### src/rtl/sa_pkg.sv
// rtl/sa_pkg.sv - shared types and default geometry for the systolic array output-buffer drain
package sa_pkg;

    localparam int SA_WIDTH  = 8;
    localparam int SA_COL    = 4;
    localparam int SA_O_SIZE = 64;

    typedef enum logic [1:0] {
        IDLE = 2'd0,
        RUN  = 2'd1,
        DONE = 2'd2
    } drain_state_e;

    typedef logic [SA_COL-1:0][SA_WIDTH-1:0] ob_row_t;

endpackage

### src/rtl/sa_skid_fifo.sv
// rtl/sa_skid_fifo.sv - 2-entry first-word-fall-through FIFO; count feeds the drain read credit
module sa_skid_fifo
    import sa_pkg::*;
#(
    parameter int DW = SA_COL * SA_WIDTH + 1
) (
    input  logic          clk_i,
    input  logic          rst_i,
    input  logic          push_i,
    input  logic [DW-1:0] push_data_i,
    input  logic          pop_i,
    output logic [DW-1:0] head_o,
    output logic [1:0]    count_o
);

    logic [DW-1:0] mem_q [2];
    logic          wr_ptr_q;
    logic          rd_ptr_q;
    logic [1:0]    count_q;

    always_ff @(posedge clk_i) begin
        if (rst_i) begin
            for (int i = 0; i < 2; i++) begin
                mem_q[i] <= '0;
            end
            wr_ptr_q <= 1'b0;
            rd_ptr_q <= 1'b0;
            count_q  <= 2'd0;
        end else begin
            if (push_i) begin
                mem_q[wr_ptr_q] <= push_data_i;
                wr_ptr_q        <= ~wr_ptr_q;
            end
            if (pop_i) begin
                rd_ptr_q <= ~rd_ptr_q;
            end
            case ({push_i, pop_i})
                2'b10:   count_q <= count_q + 2'd1;
                2'b01:   count_q <= count_q - 2'd1;
                default: count_q <= count_q;
            endcase
        end
    end

    assign head_o  = mem_q[rd_ptr_q];
    assign count_o = count_q;

endmodule

### src/rtl/sa_ob_drain.sv
// rtl/sa_ob_drain.sv - drains output-buffer rows to a valid/ready stream; SA_DRAIN_RELU_EN clamps negative lanes
module sa_ob_drain
    import sa_pkg::*;
#(
    parameter int WIDTH  = SA_WIDTH,
    parameter int COL    = SA_COL,
    parameter int O_SIZE = SA_O_SIZE,
    localparam int AW    = $clog2(O_SIZE)
) (
    input  logic                 clk_i,
    input  logic                 rst_i,
    input  logic                 start_i,
    input  logic [AW:0]          len_i,
    output logic                 busy_o,
    output logic                 done_o,
    output logic                 ob_mem_cenb_o,
    output logic                 ob_mem_wenb_o,
    output logic [AW-1:0]        ob_mem_addr_o,
    input  logic [COL*WIDTH-1:0] ob_mem_data_i,
    output logic                 m_valid_o,
    input  logic                 m_ready_i,
    output logic [COL*WIDTH-1:0] m_data_o,
    output logic                 m_last_o
);

    localparam int DW = COL * WIDTH;
    localparam logic [AW:0] ONE = (AW+1)'(1);

    drain_state_e state_q, state_d;
    logic [AW:0]  len_q;
    logic [AW:0]  rd_addr_q;
    logic         inflight_q;
    logic         inflight_last_q;
    logic [DW-1:0] wr_row;
    logic [DW:0]  head;
    logic [1:0]   fifo_count;
    logic [2:0]   occupancy;
    logic         pop;
    logic         rd_en;

    assign m_valid_o = (fifo_count != 2'd0);
    assign m_data_o  = head[DW-1:0];
    assign m_last_o  = m_valid_o & head[DW];
    assign pop       = m_valid_o & m_ready_i;

    // A slot freed by this cycle's pop already counts as credit, which sustains one row per cycle.
    assign occupancy = 3'(fifo_count) + 3'(inflight_q) - 3'(pop);
    assign rd_en     = (state_q == RUN) && (rd_addr_q < len_q) && (occupancy < 3'd2);

    assign ob_mem_cenb_o = ~rd_en;
    assign ob_mem_wenb_o = 1'b1;
    assign ob_mem_addr_o = rd_addr_q[AW-1:0];

`ifdef SA_DRAIN_RELU_EN
    always_comb begin
        wr_row = ob_mem_data_i;
        for (int l = 0; l < COL; l++) begin
            if (ob_mem_data_i[l*WIDTH + WIDTH-1]) begin
                wr_row[l*WIDTH +: WIDTH] = '0;
            end
        end
    end
`else
    assign wr_row = ob_mem_data_i;
`endif

    always_ff @(posedge clk_i) begin
        if (rst_i) begin
            state_q         <= IDLE;
            len_q           <= '0;
            rd_addr_q       <= '0;
            inflight_q      <= 1'b0;
            inflight_last_q <= 1'b0;
        end else begin
            state_q <= state_d;
            if (state_q == IDLE && start_i) begin
                len_q     <= len_i;
                rd_addr_q <= '0;
            end else if (rd_en) begin
                rd_addr_q <= rd_addr_q + ONE;
            end
            inflight_q      <= rd_en;
            inflight_last_q <= rd_en && (rd_addr_q == len_q - ONE);
        end
    end

    always_comb begin
        state_d = state_q;
        busy_o  = 1'b0;
        done_o  = 1'b0;
        case (state_q)
            IDLE: begin
                if (start_i) begin
                    state_d = (len_i == '0) ? DONE : RUN;
                end
            end
            RUN: begin
                busy_o = 1'b1;
                if (pop && m_last_o) begin
                    state_d = DONE;
                end
            end
            DONE: begin
                done_o = 1'b1;
                if (!start_i) begin
                    state_d = IDLE;
                end
            end
            default: state_d = IDLE;
        endcase
    end

    // Read data lands one cycle after cenb; capture it exactly then, tagged with its last flag.
    sa_skid_fifo #(.DW(DW + 1)) u_fifo (
        .clk_i       (clk_i),
        .rst_i       (rst_i),
        .push_i      (inflight_q),
        .push_data_i ({inflight_last_q, wr_row}),
        .pop_i       (pop),
        .head_o      (head),
        .count_o     (fifo_count)
    );

endmodule

### config.mk
export PLATFORM = sky130hd
export DESIGN_NAME = sa_ob_drain
export DESIGN_NICKNAME = d
export VERILOG_FILES = /design/src/rtl/sa_pkg.sv /design/src/rtl/sa_skid_fifo.sv /design/src/rtl/sa_ob_drain.sv
export SDC_FILE = /design/constraint.sdc
export NUM_CORES = 1
export LEC_CHECK = 0
export ABC_AREA = 1
export BUFFER_PORTS_ARGS = -buffer_cell sky130_fd_sc_hd__buf_2
export CAP_MARGIN = 20
export CORE_MARGIN = 1
export CORE_UTILIZATION = 55
export DETAILED_ROUTE_END_ITERATION = 6
export PLACE_DENSITY_LB_ADDON = 0.05
export RECOVER_POWER = 50
export SETUP_SLACK_MARGIN = 0.5
export SYNTH_ARGS = -nofsm -noshare
export SYNTH_HDL_FRONTEND = slang
export SYNTH_SLANG_ARGS = --single-unit
export TNS_END_PERCENT = 20
### constraint.sdc
create_clock -name clk_i -period 4.2 [get_ports clk_i]
set_clock_uncertainty 0.05 [all_clocks]
set_input_delay 0.21 -clock clk_i [delete_from_list [all_inputs] [get_ports clk_i]]
set_output_delay 0.21 -clock clk_i [all_outputs]
set_load 0.01 [all_outputs]
; ---- Word-level counts from Yosys, hierarchy flattened
; Memory sizes are Yosys's and may differ from the RTL's. A register that Yosys moved wholly into a read port is not among the register bits.
; Cells that the tools add are included.
[word_totals]
n_memories = 1
input_bits = 43
out_inout_bits = 44
ram_bits = 66
reg_bits = 22
word_cells = 60
[classes]
reduce_logical = 12
order_cmp = 2
n_addsub = 6
n_mux = 18
eq_ne = 8
bitwise = 5
[memory_table]
columns = memory, words, width, read_ports, rd_ports_with_merged_regs, wr, line
row1 = u_fifo.mem_q, 2, 33, 1, 1, 2, sa_skid_fifo.sv:16  ; logic [DW-1:0] mem_q [2];
[ops]
columns = op, count
row1 = $mux 33, 1
row2 = $reduce_or 33->1, 1
row3 = $mux 1, 11
row4 = $mux 2, 4
row5 = $add 7x1->7 const B, 1
row6 = $eq 7x7->1, 1
row7 = $logic_not 7->1, 1
row8 = $lt 7x7->1, 1
row9 = $sub 7x1->7 const B, 1
row10 = $pmux 2 s3, 1
row11 = $logic_and 1x1->1, 5
row12 = $eq 2x1->1 const B, 2
row13 = $eq 2x2->1 const B, 2
row14 = $ne 2x2->1 const B, 2
row15 = $pmux 2 s2, 1
row16 = $reduce_bool 2->1, 2
row17 = $add 2x1->3, 1
row18 = $lt 3x2->1 const B, 1
row19 = $not 1->1, 3
row20 = $reduce_and 3->1, 1
row21 = $sub 3x1->3, 1
row22 = $add 2x1->2 const B, 1
row23 = $and 1x1->1, 2
row24 = $logic_not 2->1, 1
row25 = other kinds (3), 3

; ---- Depth between registers and ports, before layout
[depth]
ltp_word = 6
mapped_depth = 16
depth_no_buf = 16

; ---- Cells and area by module
; A second synthesis with hierarchy kept.
[hier_totals]
hier_cells = 447
area_unflattened_um2 = 4483.0
[by_module_without_submodules]
columns = module, instances, cells_each, area_each_um2, seq_area_each_um2
row1 = sa_skid_fifo, 1, 240, 3094.2, 2082.0
row2 = sa_ob_drain, 1, 207, 1388.8, 360.3

; ---- Worst setup path before layout
; Ideal clock, no wire load.
[synth_path]
path_kind = flip-flop to flip-flop
startpoint = register u_fifo.count_q[1] (netlist: u_fifo.count_o[1])
endpoint = register inflight_last_q
arrival_ns = 2.223
path_slack_ns = 1.865
synth_period_minus_slack_ns = 2.335
setup_time_ns = 0.062
t_required_ns = 4.088
path_stages_with_launch = 17
n_path_buf = 0
cell_sequence = dfxtp_1 -> inv_2 -> nand2_1 -> nand2_1 -> inv_1 -> nand2_1 -> o21ai_0 -> inv_1 -> fa_1 -> inv_1 -> nor2_2 -> nand2_4 -> nor2_8 -> nand3_4 -> nor2_4 -> nand2_2 -> nor2_2
[synth_between]
elab_chain_len = 6
word_cells_on_any_way = 7
cone_classes = 2 x add/sub / 1 x order compare / 1 x bitwise / 3 x reduce/logical
[synth_lines]
columns = element, line
row1 = "start, declared", sa_skid_fifo.sv:19  ; logic [1:0] count_q;
row2 = "start signal, assigned", sa_skid_fifo.sv:38  ; 2'b10: count_q <= count_q + 2'd1;
row3 = "start signal, assigned", sa_skid_fifo.sv:39  ; 2'b01: count_q <= count_q - 2'd1;
row4 = "start signal, assigned", sa_skid_fifo.sv:40  ; default: count_q <= count_q;
row5 = $reduce_bool 2->1, sa_ob_drain.sv:41  ; assign m_valid_o = (fifo_count != 2'd0);
row6 = named net m_valid_o, sa_ob_drain.sv:20  ; output logic m_valid_o,
row7 = $and 1x1->1, sa_ob_drain.sv:44  ; assign pop = m_valid_o & m_ready_i;
row8 = $sub 3x1->3, sa_ob_drain.sv:47  ; assign occupancy = 3'(fifo_count) + 3'(inflight_q) - 3'(pop);
row9 = $lt 3x2->1, sa_ob_drain.sv:48  ; assign rd_en = (state_q == RUN) && (rd_addr_q < len_q) && (occupancy < 3'd2);
row10 = $logic_and 1x1->1, sa_ob_drain.sv:48
row11 = $logic_and 1x1->1, sa_ob_drain.sv:83  ; inflight_last_q <= rd_en && (rd_addr_q == len_q - ONE);
row12 = "end signal, assigned", sa_ob_drain.sv:83
row13 = "end, declared", sa_ob_drain.sv:33  ; logic inflight_last_q;
; The timed path passes the listed nets, and every way through them passes these cells.
; A chain may end at the register's enable or synchronous reset.

==> reports/results.ini <==
[finish]
layout_common_cells = nand2_1 (152), nor2_1 (83), inv_1 (68), edfxtp_1 (66), buf_2 (65)
num_antenna_cells = 0
layout.nets = 640
drive_above_1_share_pct = 16.2
synthToLayoutAreaGrowth_pct = 14.8
layout_commonest_cell = nand2_1

[die]
die-height_um = 91.2
core_um2 = 7730
io_pins = 87
die-area_um2 = 8330
die_width_um = 91.2
rows = 32
initial_utilization_pct = 56.7

[routing]
wirelength_mm = 8.71
wire_per_inst_um = 12.5
drt_first_pass_iters = 4
drtIter0Drc = 121
via_count = 3439
viasPerCell = 4.96
postRouteAntennaNets = 0
drc = 0

[yosys]
synth_cell_types = 31
avgSynthCellArea_um2 = 8.61
ys_ff_latch = 89
syn_nets = 562
synthXorXnorAreaFrac_pct = 1.00
synth_top_family_by_area = simple AND/OR/NAND/NOR gates
syn_area_um2 = 4380
syn_inst = 509
synth_top_area_share_pct = 45.2
synth_area_leaders = edfxtp_1 (45%), nand2_1 (13%), dfxtp_1 (11%)
synth_mux_area_share_pct = 0
synth_fa_ha_area_share_pct = 3.03
seq_area_frac_synth_pct = 55.8
synth-simple-area-share_pct = 26.5
yosys_warnings = 0
yosysTopAreaCell = edfxtp_1
synth_compound_area_share_pct = 4.83

[critical_path]
criticalPathCategory = reg -> reg
endpoint_kind = flop
worst_ep_required_time_ns = 4.25
cp_max_fo = 34
worstPathArrival_ns = 3.33
start_kind = flop

[status]
status = complete, but fails checks
violations = max-capacitance violations, max-slew violations

[cts]
cts_buffers = 9
cts_max_path_buffers = 2
cts.sinks = 89
cts.htree.levels = 3
cts_resized = 0
cts_tree = done
clkLatencyLatePin_ns = 0.36
cts.reportedPaths.clkPinSlew_ns = 0.09
cts_setup_buffers = 0
cts-root-buf = clkbuf_8
cts_hold_buf = 0

[place]
hpwl_mm = 5.92
io_buffers = 85
gp_congestion = 0.830

[pwr]
pwr-share-clk_pct = 30.6
peakVddDrop_mv = 0.194
p_seq_share_pct = 53.2
p_per_area_nw_per_um2 = 379
switchingPower_mw = 0.532
leakage_nw = 2.39
switching_share_pct = 27.9
pwr-share-comb_pct = 16.2
intPower_mw = 1.37

[sta]
setup_tns_ns = 0
rsz0062_at_grt = false
timing.slew.headroom_pct = -7.88
whs_ns = 0.0432
layout_min_cycle_time_ns = 3.28
slew_violations = 105
tightest_slew_ns = 1.62
fmax_ghz = 0.305
setup_viol = 0
hold_violations = 0
finalCritPeriodShare_pct = 78.1

[worst_hold_path]
hold_class = in -> reg

[global_routing]
gr-total-overflow = 0
grt_max_degree = 35
grt_first_pass_wirelength_mm = 14.7
antenna_found_initial = 0
grtUsageTotal_pct = 22.5
grt_pass1_vias = 3384

[job]
max-cap-violations = 3

==> power groups by stage <==
stage | logic (mW) | registers [mW] | clock network [mW]
global placement | 0.301 | 1.03 | 0
detailed placement | 0.308 | 1.03 | 0
global route | 0.351 | 1.02 | 0.618
CTS | 0.309 | 1.01 | 0.589
finish | 0.310 | 1.01 | 0.583
floorplan | 0.209 | 1.03 | 0
==> sequential cells by signal (all words and copies together), names as in the netlist, named ones only <==
signal,count
inflight_last_q,1
inflight_q,1
len_q,7
rd_addr_q,7
state_q,2
u_fifo.count_o,2
u_fifo.mem_q,66
u_fifo.rd_ptr_q,1
u_fifo.wr_ptr_q,1
==> Yosys cell counts (all sizes together) <==
| cell type | count |
|---|---|
| a21oi | 21 |
| and2 | 1 |
| buf | 16 |
| clkbuf | 8 |
| conb | 1 |
| dfxtp | 23 |
| edfxtp | 66 |
| fa | 1 |
| ha | 9 |
| inv | 69 |
| nand2 | 155 |
| nand3 | 17 |
| nand4 | 10 |
| nor2 | 88 |
| nor3 | 1 |
| o21ai | 14 |
| o21bai | 2 |
| o311a | 1 |
| or2 | 1 |
| xnor2 | 1 |
| xor2 | 4 |
==> critical path, stage by stage, from the launching register on <==
cell and delay [ns]:
dfxtp_1 0.38, nand3_1 0.10, clkbuf_1 1.15, nand2_1 0.87, buf_4 0.47
==> per-stage QoR <==
stage	instance area, um2	cells	setup WS (ns)	power, mW	util, %
2_1_floorplan	4380	509	1.86	1.24	-
3_3_place_gp	4840	677	1.72	1.33	62.7
3_5_place_dp	4840	677	1.60	1.34	62.7
4_1_cts	5040	693	1.20	1.91	65.2
5_1_grt	5030	694	0.709	1.99	65.1
6_report	5030	694	0.918	1.91	65.1
==> cell type report <==
type | instances | area (um2)
fill | 687 | 2700
tap | 102 | 128
clock buffer | 9 | 124
inverter | 69 | 259
multi-input combinational | 327 | 1550
timing repair buffer | 91 | 454
sequential | 89 | 2440
clock inverter | 7 | 70.1
==> per-layer routing <==
layer / vias up / part of all wire [%] / track usage, %
met5: - / 0 / 0
met4: 0 / 2.4 / 11.9
met3: 22 / 4.0 / 3.43
met2: 87 / 49 / 39.3
met1: 1576 / 45 / 26.7
li1: 1754 / - / -
==> kinds of logic after synthesis <==
logic type / count (synthesis)
and+or+nand+nor: 273
xor gates and xnor gates: 5
other: 1
buffers and inverters: 93
adders and majority gates: 10
AOI/OAI and AO/OA: 38
DFF: 89
==> final timing paths <==
path | start | endpoint | slack, ns | cells past startpoint
max | inflight_q | u_fifo.mem_q[1][20] | 0.92 | 4
min | rst_i | state_q[1] | 0.04 | 2
max reg2reg | inflight_q | u_fifo.mem_q[1][20] | 0.92 | 4
min reg2reg | u_fifo.rd_ptr_q | flop | 0.43 | 1
Power figures use the tool's default switching activity.
